$ cat src/rtl/jtag_cmd_arbiter.sv
// Round-robin arbiter that shares the JTAG engine and its instruction/data FIFOs between NUM_REQ sources.
// Optional busy watchdog enabled by defining JTAG_ARB_TIMEOUT_EN.
module jtag_cmd_arbiter #(
    parameter int NUM_REQ          = 2,
    parameter int DATA_INSTRUCTION = 6,
    parameter int DATA_FIFO        = 8,
    parameter int FIFO_DEPTH       = 16,
    parameter int LEN_W            = $clog2(FIFO_DEPTH) + 1,
    parameter int TIMEOUT_CYC      = 1024
) (
    input  logic                                clk,
    input  logic                                rst,
    input  logic [NUM_REQ-1:0]                  req,
    input  logic [NUM_REQ*DATA_INSTRUCTION-1:0] req_instr,
    input  logic [NUM_REQ-1:0]                  req_op,
    input  logic [NUM_REQ*LEN_W-1:0]            req_len,
    input  logic [NUM_REQ*DATA_FIFO-1:0]        data_in,
    input  logic [NUM_REQ-1:0]                  data_valid,
    output logic [NUM_REQ-1:0]                  data_ready,
    output logic [NUM_REQ-1:0]                  gnt,
    output logic [NUM_REQ-1:0]                  done,
    output logic                                err,
    output logic [DATA_INSTRUCTION-1:0]         wdata_instruction,
    output logic                                wr_instruction,
    input  logic                                full_instruction,
    output logic [DATA_FIFO-1:0]                wdata_data,
    output logic                                wr_data,
    input  logic                                full_data,
    output logic                                work,
    output logic                                op,
    input  logic                                busy
);

    localparam int IDX_W = (NUM_REQ > 1) ? $clog2(NUM_REQ) : 1;

    typedef enum logic [2:0] {
        S_IDLE,
        S_INSTR,
        S_DATA,
        S_START,
        S_WAIT_BUSY,
        S_RUN,
        S_DONE
    } state_t;

    state_t                      state;
    logic [IDX_W-1:0]            last;
    logic [IDX_W-1:0]            g_idx;
    logic [IDX_W-1:0]            win_idx;
    logic [IDX_W-1:0]            scan_idx;
    logic                        win_found;
    logic [LEN_W-1:0]            len_sel;
    logic [DATA_INSTRUCTION-1:0] instr_q;
    logic                        op_q;
    logic                        err_q;
    logic [LEN_W-1:0]            remaining;
    logic                        tmo_hit;

    // Search starts just after the last served requester, so priority rotates.
    always_comb begin
        win_idx   = '0;
        win_found = 1'b0;
        scan_idx  = '0;
        for (int k = 1; k <= NUM_REQ; k++) begin
            scan_idx = IDX_W'((int'(last) + k) % NUM_REQ);
            if (!win_found && req[scan_idx]) begin
                win_found = 1'b1;
                win_idx   = scan_idx;
            end
        end
    end

    assign len_sel = req_len[win_idx*LEN_W +: LEN_W];

    assign data_ready        = (state == S_DATA && !full_data && remaining != '0) ? gnt : '0;
    assign wr_data           = |(data_valid & data_ready);
    assign wdata_data        = data_in[g_idx*DATA_FIFO +: DATA_FIFO];
    assign wdata_instruction = instr_q;

`ifdef JTAG_ARB_TIMEOUT_EN
    localparam int TMO_W = $clog2(TIMEOUT_CYC + 1);
    logic [TMO_W-1:0] tmo_cnt;

    // WAIT_BUSY is only ever entered from START, so clearing there clears on entry.
    always_ff @(posedge clk) begin
        if (rst || state == S_START) begin
            tmo_cnt <= '0;
        end else if (state == S_WAIT_BUSY || state == S_RUN) begin
            tmo_cnt <= tmo_cnt + TMO_W'(1);
        end
    end

    assign tmo_hit = (tmo_cnt == TMO_W'(TIMEOUT_CYC - 1));
`else
    assign tmo_hit = 1'b0;
`endif

    always_ff @(posedge clk) begin
        if (rst) begin
            state          <= S_IDLE;
            last           <= IDX_W'(NUM_REQ - 1);
            g_idx          <= '0;
            gnt            <= '0;
            done           <= '0;
            err            <= 1'b0;
            wr_instruction <= 1'b0;
            work           <= 1'b0;
            op             <= 1'b0;
            instr_q        <= '0;
            op_q           <= 1'b0;
            err_q          <= 1'b0;
            remaining      <= '0;
        end else begin
            done           <= '0;
            err            <= 1'b0;
            wr_instruction <= 1'b0;
            work           <= 1'b0;
            op             <= 1'b0;
            unique case (state)
                S_IDLE: begin
                    if (win_found) begin
                        g_idx     <= win_idx;
                        gnt       <= NUM_REQ'(1) << win_idx;
                        instr_q   <= req_instr[win_idx*DATA_INSTRUCTION +: DATA_INSTRUCTION];
                        op_q      <= req_op[win_idx];
                        remaining <= len_sel;
                        err_q     <= (len_sel > LEN_W'(FIFO_DEPTH));
                        state     <= (len_sel > LEN_W'(FIFO_DEPTH)) ? S_DONE : S_INSTR;
                    end
                end
                S_INSTR: begin
                    if (!full_instruction) begin
                        wr_instruction <= 1'b1;
                        state          <= (remaining != '0) ? S_DATA : S_START;
                    end
                end
                S_DATA: begin
                    if (wr_data) begin
                        remaining <= remaining - LEN_W'(1);
                        if (remaining == LEN_W'(1)) begin
                            state <= S_START;
                        end
                    end
                end
                S_START: begin
                    work  <= 1'b1;
                    op    <= op_q;
                    state <= S_WAIT_BUSY;
                end
                S_WAIT_BUSY: begin
                    if (tmo_hit) begin
                        err_q <= 1'b1;
                        state <= S_DONE;
                    end else if (busy) begin
                        state <= S_RUN;
                    end
                end
                S_RUN: begin
                    if (tmo_hit) begin
                        err_q <= 1'b1;
                        state <= S_DONE;
                    end else if (!busy) begin
                        state <= S_DONE;
                    end
                end
                S_DONE: begin
                    done  <= gnt;
                    err   <= err_q;
                    gnt   <= '0;
                    last  <= g_idx;
                    state <= S_IDLE;
                end
                default: state <= S_IDLE;
            endcase
        end
    end

endmodule

$ cat config.mk
export PLATFORM = sky130hd
export DESIGN_NAME = jtag_cmd_arbiter
export DESIGN_NICKNAME = d
export VERILOG_FILES = /design/src/rtl/jtag_cmd_arbiter.sv
export SDC_FILE = /design/constraint.sdc
export NUM_CORES = 1
export LEC_CHECK = 0
export CAP_MARGIN = 25
export CORE_ASPECT_RATIO = 0.7
export CORE_MARGIN = 2
export CORE_UTILIZATION = 41
export CTS_CLUSTER_DIAMETER = 80
export DETAILED_ROUTE_END_ITERATION = 16
export MAX_ROUTING_LAYER = met4
export PLACE_DENSITY = 0.81
export SYNTH_ARGS = -nofsm -noshare
export SYNTH_HDL_FRONTEND = slang
export SYNTH_SLANG_ARGS = --single-unit
$ cat constraint.sdc
create_clock -name clk -period 2.2 [get_ports clk]
set_input_delay 0.44 -clock clk [delete_from_list [all_inputs] [get_ports clk]]
set_output_delay 0.44 -clock clk [all_outputs]
set_load 0.005 [all_outputs]
**Word level (Yosys, flattened, before mapping)**

Cells that the tools add are included.

- Register bits after elaboration: 26
- Output and inout bits: 25
- Input port bits: 49
- Logic and storage cells: 87

- Reduce and logical (&&, ||, !) cells: 17
- Multipliers: 2
- Bitwise logic cells: 4
- Order comparisons: 4
- Shifts and indexed selects: 4
- Add/sub/neg operators: 3
- Eq/ne operators: 13
- Muxes and demuxes: 27

Operators by type and width:

| cell | count |
|---|---|
| $mux 3 | 7 |
| $pmux 3 s6 | 1 |
| $shiftx 16x5->8 | 1 |
| $mux 1 | 13 |
| $shiftx 12x5->6 | 1 |
| $mux 5 | 2 |
| $ne 2x2->1 const B | 5 |
| $pmux 5 s2 | 1 |
| $shiftx 10x5->5 | 1 |
| $eq 3x3->1 const B | 3 |
| $reduce_or 2->1 | 4 |
| $eq 3x2->1 const B | 2 |
| $lt 1x2->1 const B | 3 |
| $reduce_and 6->1 | 1 |
| $eq 5x1->1 const B | 1 |
| $gt 5x5->1 const B | 1 |
| $reduce_bool 5->1 | 1 |
| $sub 5x1->5 const B | 1 |
| $mul 1x3->4 const B | 1 |
| $mux 2 | 2 |
| $pmux 2 s2 | 1 |
| $reduce_and 2->1 | 2 |
| $reduce_bool 2->1 | 2 |
| $eq 3x1->1 const B | 1 |
| 10 further kinds | 16 |

**Logic depth before layout (Yosys ltp)**

- Depth in word-level cells: 13
- Gate-level depth with buffers: 7
- Depth with buffers taken out: 7

**Least setup slack after synthesis**

No wires, ideal clock.

- Kind: reg-to-output
- From: register remaining[0]
- To: output data_ready[0]
- Data required time: 1.760 ns
- Buffers on the path: 0
- Path slack: 0.345 ns
- Arrival time: 1.415 ns
- Cell stages (with the launch flop): 6
- Cell sequence: dfxtp_1 > inv_1 > ha_1 > or4b_4 > and3_2 > and2_1

- Longest elaborated chain between the ends: 3

RTL lines:

| what | line | source |
|---|---|---|
| start, declared | 56 | `logic [LEN_W-1:0] remaining;` |
| start signal, assigned | 126 | `remaining <= len_sel;` |
| start signal, assigned | 139 | `remaining <= remaining - LEN_W'(1);` |
| $reduce_bool 5->1 | 75 | `assign data_ready = (state == S_DATA && !full_data && remaining != '0) ? gnt : '0;` |
| $logic_and 1x1->1 | 75 |  |
| $mux 2 | 75 |  |
| end, declared | 19 | `output logic [NUM_REQ-1:0] data_ready,` |

No other way between the ends.

**Worst setup path after layout**

- From: register remaining[1]
- To: output data_ready[1]

Same word-level chain as after synthesis.

==> flow_summary.json <==
{
  "initial_core_util_pct": 43.46,
  "status": "complete, no violations",
  "cts_max_path_buffers": 2,
  "hpwl_um": 3779,
  "worst_clock_skew_ps": 4.172,
  "clock_latency_ps": 270,
  "gp_congestion": 0.8485,
  "p_clk_share_pct": 15.0,
  "cp_slowest_cell": "or4b_4",
  "dp_cells": 305,
  "synth_area_per_cell_um2": 9.151,
  "synthCells": 169,
  "max-slew-margin-rel_pct": 75.22,
  "first_iter_violations": 96,
  "final_cell_mix": "70 x clkdlybuf4s50_1, 23 x dfxtp_1, 23 x buf_4",
  "worst_setup_path_end_kind": "primary output",
  "grt_max_degree": 17,
  "min-delay-start": "err_q",
  "cp_max_fo": 2,
  "drt_first_pass_iters": 4,
  "htree_levels": 1,
  "ys_async_sr_fraction_pct": 0,
  "intPower_uw": 1653,
  "cts.sinks": 26,
  "synth-edff-count": 0,
  "via_per_inst": 5.252,
  "setup_viol": 0,
  "cts_root_buffer": "clkbuf_8",
  "p_per_area_mw_per_mm2": 1018,
  "slowest_delay_ps": 460,
  "cap_violations": 0,
  "rows": 18,
  "hold_class": "reg -> reg",
  "ios": 74,
  "insertedDiodeCount": 0,
  "drc": 0,
  "fin_crit_ps": 2138,
  "drive_gt1_share_pct": 22.69,
  "syn2layout_area_growth_pct": 63.75,
  "whs_ps": 472.5,
  "ir_worst_vdd_uv": 964.3,
  "layout_commonest_cell": "clkdlybuf4s50_1",
  "yosysSeqAreaShare_pct": 33.66,
  "synth_area_mm2": 0.001546,
  "rsz0062_at_grt": "false",
  "slew_viol_final": 0,
  "antenna_found_initial": 0,
  "startpoint": "remaining[1]",
  "fin_crit_sh_pct": 97.18,
  "max_freq_mhz": 467.7,
  "path_clk_slew_ps": 90,
  "port_buffers": 73,
  "layout.cells.non_filler": 310,
  "die_area_mm2": 0.004287,
  "power.switching_uw": 924.3,
  "grt_pass1_wl_um": 7514,
  "synth.distinct_cells": 47,
  "cts_tree": "built",
  "die_h_um": 55.39,
  "grt.total_usage_pct": 22.15,
  "grt_pass1_vias": 1610,
  "fin_ws_ps": 61.94,
  "p_leak_uw": 0.0009744,
  "tightest_slew_ps": 365.8,
  "fp.coreArea_mm2": 0.003558,
  "combPwrFrac_pct": 57.0,
  "required_ps": 1760,
  "ys_seq_elements": 26,
  "dp_slack_ps": -78.86,
  "cts-buffers-inserted": 3,
  "cp-start-kind": "flop",
  "synth_flop_cell": "dfxtp_1",
  "cp_data_arrival_time_ps": 1700,
  "path_class": "reg -> out",
  "nets": 313,
  "rr_startpoint": "remaining[1]",
  "hold_violations": 0,
  "fillCellCount": 289,
  "synth_warnings": 0,
  "ant_nets": 0,
  "crit_chain": "inv_2 -> ha_4 -> or4b_4 -> and3_4 -> and2_1 -> buf_2",
  "wl_um": 4637,
  "seq_power_share_pct": 28.0,
  "post_drt_wl_per_cell_um": 14.96,
  "overflow": 0,
  "vias": 1628,
  "syn_nets": 221,
  "die_width_um": 77.41,
  "holdBufCountCts": 0,
  "swShare_pct": 35.86
}
## power by group through the flow
stage | Combinational [µW] | Sequential (µW) | Clock [µW]
6_report | 1470 | 721 | 387
5_1_grt | 1590 | 743 | 422
4_1_cts | 1460 | 718 | 394
3_5_place_dp | 1400 | 726 | 0
3_3_place_gp | 1360 | 721 | 0
2_1_floorplan | 833 | 721 | 0
## critical path, delay by kind of cell, from the launching register on
| family | cells | cell delay, ps |
|---|---|---|
| flip-flops | 1 | 330 |
| AND/OR/NAND/NOR | 3 | 770 |
| buffers and inverters | 2 | 200 |
| adder cells (fa/ha/maj) | 1 | 130 |
## Yosys cell counts (3+ instances only)
library cell | instances | share of area, %
dfxtp_1 | 26 | 34
nor2_1 | 17 | 4.1
mux2_2 | 12 | 8.7
a21oi_1 | 11 | 3.6
nand2_1 | 11 | 2.7
mux2i_1 | 10 | 6.5
a211oi_1 | 7 | 3.4
and2_1 | 7 | 2.8
inv_1 | 5 | 1.2
nor3_1 | 4 | 1.3
buf_2 | 3 | 0.97
buf_6 | 3 | 2.2
clkbuf_1 | 3 | 0.73
ha_1 | 3 | 2.4
nand3_1 | 3 | 0.97
nor2b_1 | 3 | 1.2
o22ai_1 | 3 | 1.2
## registers in the layout (all words and copies together) (netlist names)
register	flops
remaining	5
state	3
err	1
last	1
err_q	1
g_idx	1
wr_instruction	1
wdata_instruction	6
op_q	1
op	1
gnt	2
work	1
done	2
## routing by layer
| metal | vias up | global-route usage [%] | part of all wire (%) | routed length [µm] |
|---|---|---|---|---|
| met4 | 0 | 2.551 | 0.45 | 21 |
| met2 | 75 | 37.64 | 48 | 2210 |
| met3 | 4 | 6.536 | 8.5 | 392 |
| met5 | - | - | 0 | 0 |
| met1 | 746 | 26.96 | 43 | 2012 |
| li1 | 803 | - | - | - |
## through the flow
| step | utilization, % | TNS (ps) | power [µW] | cell area, µm² |
|---|---|---|---|---|
| after floorplan | - | 0 | 1553 | 1546 |
| after global placement | 68.71 | -57.09 | 2078 | 2445 |
| after detailed placement | 68.71 | -182.5 | 2127 | 2445 |
| after CTS | 71.17 | -37.13 | 2569 | 2532 |
| after global routing | 71.17 | 0 | 2758 | 2532 |
| final | 71.17 | 0 | 2577 | 2532 |
## timing repair
| action | in CTS | in global routing |
|---|---|---|
| endpoints found under the setup margin | 3 | 7 |
| buffers inserted | 0 | 1 |
| pin swaps | 2 | 0 |
| hold endpoints to repair | 0 | 0 |
| resized for setup | 15 | 4 |
## logic make-up after synthesis
kind of cell	count (synthesis)	synth area share [%]
AND/OR/NAND/NOR	58	21.85
AO/OA/AOI/OAI	42	19.90
flip-flops	26	33.66
multiplexers	22	15.21
buffers and inverters	16	5.825
adder cells (fa/ha/maj)	3	2.427
XOR/XNOR	2	1.133
## cell type report
type                       instances  area [µm²]  area share, %
clock buffer                       3       41.29          1.630
clock inverter                     1       30.03          1.186
inverter                           6       22.52         0.8893
multi-input combinational        127       952.2          37.60
sequential                        26       524.3          20.70
tap                               50       62.56          2.470
timing repair buffer              97       899.6          35.52
## worst paths after layout
path,endpoint,cells after the start,slack [ps]
worst max-delay path,data_ready[1],6,60
worst min-delay path,err,1,470
worst max register to register,remaining[0],9,410
worst min register to register,err,1,470
Power figures use the tool's default switching activity.
